## src/rtl/fir_pkg.sv

```systemverilog
// fir_pkg: shared state type, tap-index sizing and saturation modes for the FIR MAC family
package fir_pkg;
    typedef enum logic [1:0] {LOAD, IDLE, MAC, OUT} fir_state_e;
    localparam int SAT_OFF = 0;
    localparam int SAT_ON = 1;
    function automatic int tap_w(input int taps);
        return (taps < 2) ? 1 : $clog2(taps);
    endfunction
endpackage

```

## src/rtl/fir_round_sat.sv

```systemverilog
// fir_round_sat: round-half-up arithmetic right shift of the accumulator with optional saturation
module fir_round_sat
    import fir_pkg::*;
#(
    parameter int ACC_W = 40,
    parameter int DATA_W = 16,
    parameter int OUT_SHIFT = 15,
    parameter int SAT_EN = SAT_ON
) (
    input  logic [ACC_W-1:0]  acc,
    output logic [DATA_W-1:0] y,
    output logic              sat
);
    localparam logic [ACC_W:0] BIAS = (ACC_W + 1)'(1) << (OUT_SHIFT - 1);
    logic signed [ACC_W:0] sum;
    logic signed [ACC_W:0] shf;
    logic [ACC_W-DATA_W+1:0] hi;
    logic ovf;
    // one guard bit keeps the rounding bias from overflowing a full-scale accumulator
    assign sum = {acc[ACC_W-1], acc} + BIAS;
    assign shf = sum >>> OUT_SHIFT;
    assign hi = shf[ACC_W:DATA_W-1];
    assign ovf = (SAT_EN != 0) && !(&hi || !(|hi));
    assign sat = ovf;
    assign y = !ovf ? shf[DATA_W-1:0] :
               shf[ACC_W] ? {1'b1, {(DATA_W-1){1'b0}}} : {1'b0, {(DATA_W-1){1'b1}}};
endmodule

```

## src/rtl/fir_mac_engine.sv

```systemverilog
// fir_mac_engine: time-multiplexed FIR, one multiplier walks all taps per accepted sample
module fir_mac_engine
    import fir_pkg::*;
#(
    parameter int DATA_W = 16,
    parameter int COEF_W = 16,
    parameter int TAPS = 64,
    parameter int ACC_W = 40,
    parameter int OUT_SHIFT = 15,
    parameter int SAT_EN = SAT_ON
) (
    input  logic              clk,
    input  logic              fir_restn,
    input  logic [COEF_W-1:0] coef_in,
    input  logic              coef_valid,
    input  logic              coef_reload,
    output logic              coef_loaded,
    input  logic [DATA_W-1:0] x_in,
    input  logic              x_valid,
    output logic              x_ready,
    output logic [DATA_W-1:0] y_out,
    output logic              y_valid,
    output logic              y_sat
);
    localparam int TW = tap_w(TAPS);
    localparam int PW = DATA_W + COEF_W;
    localparam logic [TW-1:0] LAST = TW'(TAPS - 1);
    fir_state_e state;
    logic [TW-1:0] idx, k, head, rd;
    logic signed [COEF_W-1:0] b [TAPS];
    logic signed [DATA_W-1:0] dl [TAPS];
    logic signed [PW-1:0] prod;
    logic [ACC_W-1:0] acc;
    logic [DATA_W-1:0] r;
    logic r_sat;
    // modular result is exact because the true read index is always below TAPS
    assign rd = (head >= k) ? head - k : head - k + TW'(TAPS);
    assign prod = b[k] * dl[rd];
    fir_round_sat #(
        .ACC_W(ACC_W),
        .DATA_W(DATA_W),
        .OUT_SHIFT(OUT_SHIFT),
        .SAT_EN(SAT_EN)
    ) u_round_sat (
        .acc(acc),
        .y(r),
        .sat(r_sat)
    );
    always_ff @(posedge clk)
        if (fir_restn && state == LOAD && coef_valid && !coef_reload) b[idx] <= coef_in;
    always_ff @(posedge clk or negedge fir_restn) begin
        if (!fir_restn) begin
            state <= LOAD;
            idx <= '0;
            k <= '0;
            head <= '0;
            acc <= '0;
            coef_loaded <= 1'b0;
            x_ready <= 1'b0;
            y_out <= '0;
            y_valid <= 1'b0;
            y_sat <= 1'b0;
            for (int i = 0; i < TAPS; i++) dl[i] <= '0;
        end else if (coef_reload) begin
            state <= LOAD;
            idx <= '0;
            k <= '0;
            head <= '0;
            acc <= '0;
            coef_loaded <= 1'b0;
            x_ready <= 1'b0;
            y_valid <= 1'b0;
            for (int i = 0; i < TAPS; i++) dl[i] <= '0;
        end else begin
            y_valid <= 1'b0;
            case (state)
                LOAD: if (coef_valid) begin
                    idx <= idx + 1'b1;
                    if (idx == LAST) begin
                        coef_loaded <= 1'b1;
                        x_ready <= 1'b1;
                        state <= IDLE;
                    end
                end
                IDLE: if (x_valid) begin
                    dl[head] <= x_in;
                    acc <= '0;
                    k <= '0;
                    x_ready <= 1'b0;
                    state <= MAC;
                end
                MAC: begin
                    acc <= acc + {{(ACC_W-PW){prod[PW-1]}}, prod};
                    k <= (k == LAST) ? '0 : k + 1'b1;
                    if (k == LAST) state <= OUT;
                end
                default: begin
                    y_out <= r;
                    y_sat <= r_sat;
                    y_valid <= 1'b1;
                    head <= (head == LAST) ? '0 : head + 1'b1;
                    x_ready <= 1'b1;
                    state <= IDLE;
                end
            endcase
        end
    end
endmodule

```

## config.mk

```make
export PLATFORM = sky130hd
export DESIGN_NAME = fir_mac_engine
export DESIGN_NICKNAME = d
export VERILOG_FILES = /design/src/rtl/fir_pkg.sv /design/src/rtl/fir_round_sat.sv /design/src/rtl/fir_mac_engine.sv
export SDC_FILE = /design/constraint.sdc
export NUM_CORES = 2
export LEC_CHECK = 0
export ABC_AREA = 1
export ABC_CLOCK_PERIOD_IN_PS = 9700
export CORE_MARGIN = 2
export CORE_UTILIZATION = 55
export CTS_CLUSTER_SIZE = 14
export DETAILED_ROUTE_END_ITERATION = 12
export MAX_ROUTING_LAYER = met4
export PLACE_DENSITY_LB_ADDON = 0.08
export REMOVE_ABC_BUFFERS = 1
export SLEW_MARGIN = 15
export SYNTH_ARGS = -nofsm -noshare
export SYNTH_HDL_FRONTEND = slang
export SYNTH_SLANG_ARGS = --single-unit
export TNS_END_PERCENT = 1
```

## constraint.sdc

```tcl
create_clock -name clk -period 9.7 [get_ports clk]
set_input_delay 1.455 -clock clk [delete_from_list [all_inputs] [get_ports clk]]
set_output_delay 1.455 -clock clk [all_outputs]
set_load 0.05 [all_outputs]
```

# Word level (Yosys, flattened, before mapping)
# Memory sizes are Yosys's and may differ from the RTL's.
# Cells that the tools add are included.
[word_totals]
output_inout_bits = 20
memories = 1
ram_bits = 1024
ff_bits = 1104
[memory_table]
columns = ["memory", "words", "width", "read_ports", "rd_clocked_by_memory_dff", "write_ports", "line_no", "source"]
rows = [
  ["b", 64, 16, 1, 0, 1, "fir_mac_engine.sv:30", "logic signed [COEF_W-1:0] b [TAPS];"],
]
[classes]
reduce_logical = 25
mux = 41
eq_ne = 11
multipliers = 1
bitwise_logic = 4
n_lt_le_gt_ge = 3
addsub = 6
[ops]
columns = ["cell", "count"]
rows = [
  ["1024-bit 2-to-1 mux", 3],
  ["1024-bit bitwise mux", 1],
  ["16-bit binary-select mux with 6-bit select", 1],
  ["16-bit demux with 6-bit select", 1],
  ["16-bit 2-to-1 mux", 5],
  ["40-bit 2-to-1 mux", 2],
  ["40-bit case mux with 2 select lines", 1],
  ["6-bit 2-to-1 mux", 9],
  ["40-bit by 16-bit adder with 41-bit output, second input constant", 1],
  ["40-bit adder", 1],
  ["16-bit by 16-bit multiplier with 32-bit output", 1],
  ["6-bit by 1-bit adder with 6-bit output, second input constant", 3],
  ["6-bit equality test, second input constant", 3],
  ["7-bit >= comparator, second input constant", 2],
  ["6-bit inverter with 7-bit output", 2],
  ["6-bit case mux with 2 select lines", 1],
  ["11-bit AND reduction", 1],
  ["11-bit OR reduction", 1],
  ["1-bit 2-to-1 mux", 10],
  ["2-bit 2-to-1 mux", 5],
  ["2-bit nonzero test", 5],
  ["3-bit != test, second input constant", 3],
  ["2-bit AND reduction", 4],
  ["4-bit AND reduction", 2],
  ["other kinds (17)", 23],
]

# Depth between registers and ports, before layout
[depth]
depth_word = 9
mapped_depth = 56
mapped_depth_nobuf = 51

# Modules after synthesis
# From an unflattened synthesis, not the netlist that was laid out.
[hier_totals]
hier_cells = 10940
hier_area_um2 = 104906.9
[by_module_without_submodules]
columns = ["module", "instances", "cells_each", "area_per_inst_um2"]
rows = [
  ["fir_mac_engine", 1, 10724, 103872.1],
  ["fir_round_sat", 1, 216, 1034.7],
]

# Least setup slack after synthesis
# OpenSTA, ideal clock, no wires.
[synth_timing]
path_type = "flip-flop to flip-flop"
startpoint = "register head[0]"
endpoint = "register acc[35]"
path_buffers = 4
path_stages_with_launch = 48
required_time_ps = 9569
period_less_slack_ps = 8901
arrival_time_ps = 8770
path_slack_ps = 799
cell_sequence = "dfrtp_1 > buf_2 > inv_2 > ha_1 > fa_1 > buf_2 > clkbuf_1 > clkbuf_1 > a21oi_1 > o21ai_0 > nand3_1 > nand3_1 > o211ai_1 > nand2_1 > nand2_1 > nand2_2 > inv_2 > nor2_1 > (+12 left out) > nor3_1 > nand2_1 > nor2_1 > nand2_1 > inv_1 > nor2_1 > nand3_1 > nand2_1 > ha_1 > nand2_1 > nor2_1 > inv_1 > nor4_1 > nand3_1 > nand3_1 > nand2_1 > nand2_1 > o22ai_1"
[synth_via]
elab_chain_len = 9
[synth_lines]
columns = ["item", "line_no", "source"]
rows = [
  ["start, declared", "fir_mac_engine.sv:29", "logic [TW-1:0] idx, k, head, rd;"],
  ["start signal, assigned", "fir_mac_engine.sv:101", "head <= (head == LAST) ? '0 : head + 1'b1;"],
  ["6-bit subtractor", "fir_mac_engine.sv:37", "assign rd = (head >= k) ? head - k : head - k + TW'(TAPS);"],
  ["6-bit inverter with 7-bit output (not written as such)", "fir_mac_engine.sv:38", "assign prod = b[k] * dl[rd];"],
  ["16-bit binary-select mux with 6-bit select", "fir_mac_engine.sv:38", ""],
  ["16-bit 2-to-1 mux (not written as such) (2 in a row)", "fir_mac_engine.sv:38", ""],
  ["16-bit by 16-bit multiplier with 32-bit output", "fir_mac_engine.sv:38", ""],
  ["40-bit adder", "fir_mac_engine.sv:93", "acc <= acc + {{(ACC_W-PW){prod[PW-1]}}, prod};"],
  ["40-bit case mux with 2 select lines", "fir_mac_engine.sv:76", "case (state)"],
  ["40-bit 2-to-1 mux", "fir_mac_engine.sv:64", "end else if (coef_reload) begin"],
  ["end signal, assigned", "fir_mac_engine.sv:93", ""],
  ["end, declared", "fir_mac_engine.sv:33", "logic [ACC_W-1:0] acc;"],
]
# No other way between the ends. The select of a mux whose other input is x is not followed.
# A chain may end at the register's enable or synchronous reset.

# Final worst setup path
[layout_timing]
startpoint = "register k[0]"
endpoint = "register acc[39]"
[layout_via]
elab_chain_len = 9
elab_cells_between_ends = 10
classes_between = "add/sub: 2; mul: 1; mux: 5; bitwise: 1; memory: 1"
[layout_lines]
columns = ["item", "line_no", "source"]
rows = [
  ["start, declared", "fir_mac_engine.sv:29", ""],
  ["start signal, assigned", "fir_mac_engine.sv:94", "k <= (k == LAST) ? '0 : k + 1'b1;"],
  ["6-bit subtractor", "fir_mac_engine.sv:37", ""],
  ["6-bit inverter with 7-bit output (not written as such)", "fir_mac_engine.sv:38", ""],
  ["16-bit binary-select mux with 6-bit select", "fir_mac_engine.sv:38", ""],
  ["16-bit 2-to-1 mux (not written as such) (2 in a row)", "fir_mac_engine.sv:38", ""],
  ["16-bit by 16-bit multiplier with 32-bit output *", "fir_mac_engine.sv:38", ""],
  ["40-bit adder *", "fir_mac_engine.sv:93", ""],
  ["40-bit case mux with 2 select lines *", "fir_mac_engine.sv:76", ""],
  ["40-bit 2-to-1 mux *", "fir_mac_engine.sv:64", ""],
]
# Every way passes the cells marked *; elsewhere a longest branch is shown, timed or not. The select of a mux whose other input is x is not followed.

==> flow_summary_export.csv <==
group,metric,value,unit
sta,fin_worst_skew,91.2,ps
logic_synthesis,ys_ff_latch,2128,
sta,period_minus_slack,9720,ps
clocking,h-tree-depth,4,
floorplan,rows,160,
sta,slew_headroom,11.2,%
global_route,grt_usage,36.6,%
global_route,antenna_found_initial,10,
flow_run,maxCapViolCount,0,
route,drtIter0Drc,9602,
finish,final_area,122000,sq um
clocking,clock_sinks,2128,
sta,setup_slack,-23.6,ps
critical_path,worst_ep_required_time,10420,ps
logic_synthesis,seq_area_frac_synth,55.8,%
critical_path,path_common_cell,"nand2_1",
logic_synthesis,synth_top_area_share,29.4,%
sta,timing.final.setup_violations,1,
logic_synthesis,synthDistinctLibCells,59,
global_route,grt_pass1_wl,518000,um
clocking,clkLatencyLatePin,900,ps
floorplan,fp.dieArea,194000,sq um
sta,fmax,0.103,GHz
route,drc,0,
finish,drive_gt1_share,14.5,%
critical_path,cp-start-kind,"register",
finish,syn_to_final_growth,16.2,%
critical_path,slowest_delay,760,ps
logic_synthesis,netlist_top_cells_area,"edfxtp_1 29%, dfrtp_1 26%, o22ai_1 6.2%",
logic_synthesis,yosysTopAreaCell,"edfxtp_1",
sta,post-route-period-util,100,%
clocking,cts_buffers,220,
logic_synthesis,async_flop_share,51.9,%
route,antenna_left,0,
critical_path,r2r-start,"k[0]",
logic_synthesis,synth_flop_cell,"dfrtp_1",
floorplan,die_h,440,um
critical_path,cp-endpoint,"acc[39]",
critical_path,crit_path_end_kind,"register",
place,gp_congestion,0.987,
outcome,outcome,"finished, violations left",
finish,num-fill-cells,15360,
route,wl,349000,um
sta,tightestPinTransition,1330,ps
outcome,violations,"setup timing",
clocking,cts-root-buf,"clkbuf_16",
global_route,grt_max_degree,146,
place,post_dp_cell_area,112000,sq um
min_path,hold_path.class,"register to register",
floorplan,die_w,440,um
sta,rsz0062_at_grt,"yes",
logic_synthesis,synth_edf_count,1024,
logic_synthesis,syn_inst,10736,
sta,slew_viol_final,0,
place,port_buffers,56,
global_route,grt_pass1_vias,81541,
critical_path,reg2reg_slack,-20,ps
place,hpwl,221000,um
route,drtPass1Iterations,7,
route,vias,84505,
clocking,path_clk_slew,60,ps
global_route,overflow,0,
logic_synthesis,ys_warn_count,0,
route,wl_per_cell,25.3,um
floorplan,start_util,55.2,%
logic_synthesis,syn_area_per_cell,9.75,sq um
clocking,clk_path_buf_depth,3,
sta,hold_viol_final,0,
critical_path,reg2reg_to,"acc[39]",
critical_path,arrival,10440,ps
critical_path,r2r_cells,49,
critical_path,crit_path_top_delay_cell,"fa_4",
critical_path,critical_path_class,"register to register",
route,vias_per_cell,6.12,
finish,nNetsFinal,11546,
critical_path,startpoint,"k[0]",
logic_synthesis,syn-cell-area,105000,sq um
floorplan,boundaryPins,57,
clocking,cts_tree,"yes",
clocking,hold_buffers,0,
critical_path,path_max_fanout,7,
floorplan,core,190000,sq um
==> layout make-up <==
class                           count  area [sq um]  share of cell area (%)
Inverter                         1554          5900                    4.85
Multi-Input combinational cell   6347         38900                    32.0
Timing Repair Buffer              856          8070                    6.64
Clock buffer                      303          6100                    5.01
Tap cell                         2511          3140                    2.58
Timing Repair inverter              2          27.5                  0.0226
Antenna cell                       11          27.5                  0.0226
Sequential cell                  2128         58400                    48.0
Clock inverter                     92          1040                   0.854
==> cells by family after synthesis <==
kind of cell	after synthesis	synth area share (%)
AND/OR/NAND/NOR	2907	11.7
AO/OA/AOI/OAI	2989	16.6
flip-flops	2128	55.8
buffers and inverters	2261	8.78
adder cells (fa/ha/maj)	400	6.68
XOR/XNOR	51	0.456
==> synthesized netlist by cell type (66+ instances only) <==
master / count
nand3_1: 723
o22ai_1: 1039
nor2_1: 476
edfxtp_1: 1024
clkbuf_1: 315
fa_1: 265
buf_2: 267
inv_1: 1522
a32o_1: 90
a21oi_1: 995
dfrtp_1: 1104
ha_1: 135
nand2_1: 1556
a22oi_1: 66
o21ai_0: 603
==> metrics by stage <==
| stage | instances | setup slack (ps) | hold slack, ps | utilization (%) | setup TNS [ps] |
|---|---|---|---|---|---|
| CTS | 13756 | -132 | 486 | 63.3 | -1260 |
| floorplan | 10029 | -22710 | 455 | - | -887630 |
| finish | 13804 | -23.6 | 490 | 64.1 | -23.6 |
| global placement | 13344 | -576 | 473 | 59.0 | -6590 |
| detailed placement | 13345 | -567 | 479 | 59.0 | -6900 |
| global route | 13803 | -325 | 518 | 64.1 | -5700 |
==> worst min-delay path by stage <==
stage          startpoint       to  cells past startpoint
6_report          acc[13]  acc[13]                      2
5_1_grt         fir_restn  acc[39]                      1
4_1_cts         fir_restn  acc[27]                      1
3_5_place_dp      acc[13]  acc[13]                      2
3_3_place_gp      acc[10]  acc[10]                      2
2_1_floorplan      acc[9]   acc[9]                      2
==> metal layers <==
layer | GRT usage (%) | vias to the layer above | part of all wire [%]
met3 | 6.91 | 720 | 9.3
met1 | 50.3 | 42059 | 41
li1 | - | 37571 | -
met4 | 14.0 | 0 | 4.0
met5 | - | - | 0
met2 | 54.2 | 4155 | 46
==> repair_timing <==
item	in CTS	in global routing
resized for setup	144	299
endpoints found under the setup margin	24	28
pin swaps	40	158
cloned	8	9
setup buffers	8	27
==> registers in the layout (all words and copies together) (netlist names), 2 cells and up <==
register	count
state	2
y_out	16
head	6
b	1024
acc	40
dl	1024
idx	6
k	6
==> layout by cell type, fill, tap and decap left out, types with 28 or more instances in the layout <==
| cell | n |
|---|---|
| buf_12 | 86 |
| a22oi_1 | 66 |
| inv_1 | 1504 |
| nor2_1 | 428 |
| clkdlybuf4s50_1 | 39 |
| buf_4 | 674 |
| dfrtp_1 | 1101 |
| clkinv_2 | 36 |
| nor2_2 | 72 |
| fa_1 | 246 |
| a21oi_2 | 81 |
| nand3_1 | 644 |
| inv_2 | 32 |
| clkbuf_16 | 229 |
| o21ai_0 | 545 |
| clkbuf_1 | 55 |
| ha_1 | 99 |
| a32o_1 | 90 |
| ha_4 | 35 |
| edfxtp_1 | 1024 |
| clkbuf_8 | 28 |
| a21oi_1 | 958 |
| o211ai_1 | 51 |
| o21ai_1 | 66 |
| xor2_1 | 31 |
| nand2_1 | 1510 |
| nand4_1 | 31 |
| nand3_2 | 60 |
| nand2_2 | 69 |
| o22ai_1 | 1039 |
==> worst max-delay path: cells and delay by family (launching register included) <==
| family | cells | cell delay [ps] |
|---|---|---|
| adder cells (fa/ha/maj) | 10 | 4650 |
| AND/OR/NAND/NOR | 23 | 2460 |
| buffers and inverters | 13 | 1510 |
| flip-flops | 1 | 490 |
| AO/OA/AOI/OAI | 3 | 420 |
Power is left out: the tool's default activity adds up to more than one toggle a clock period on the data nets, which glitch-free logic cannot reach.
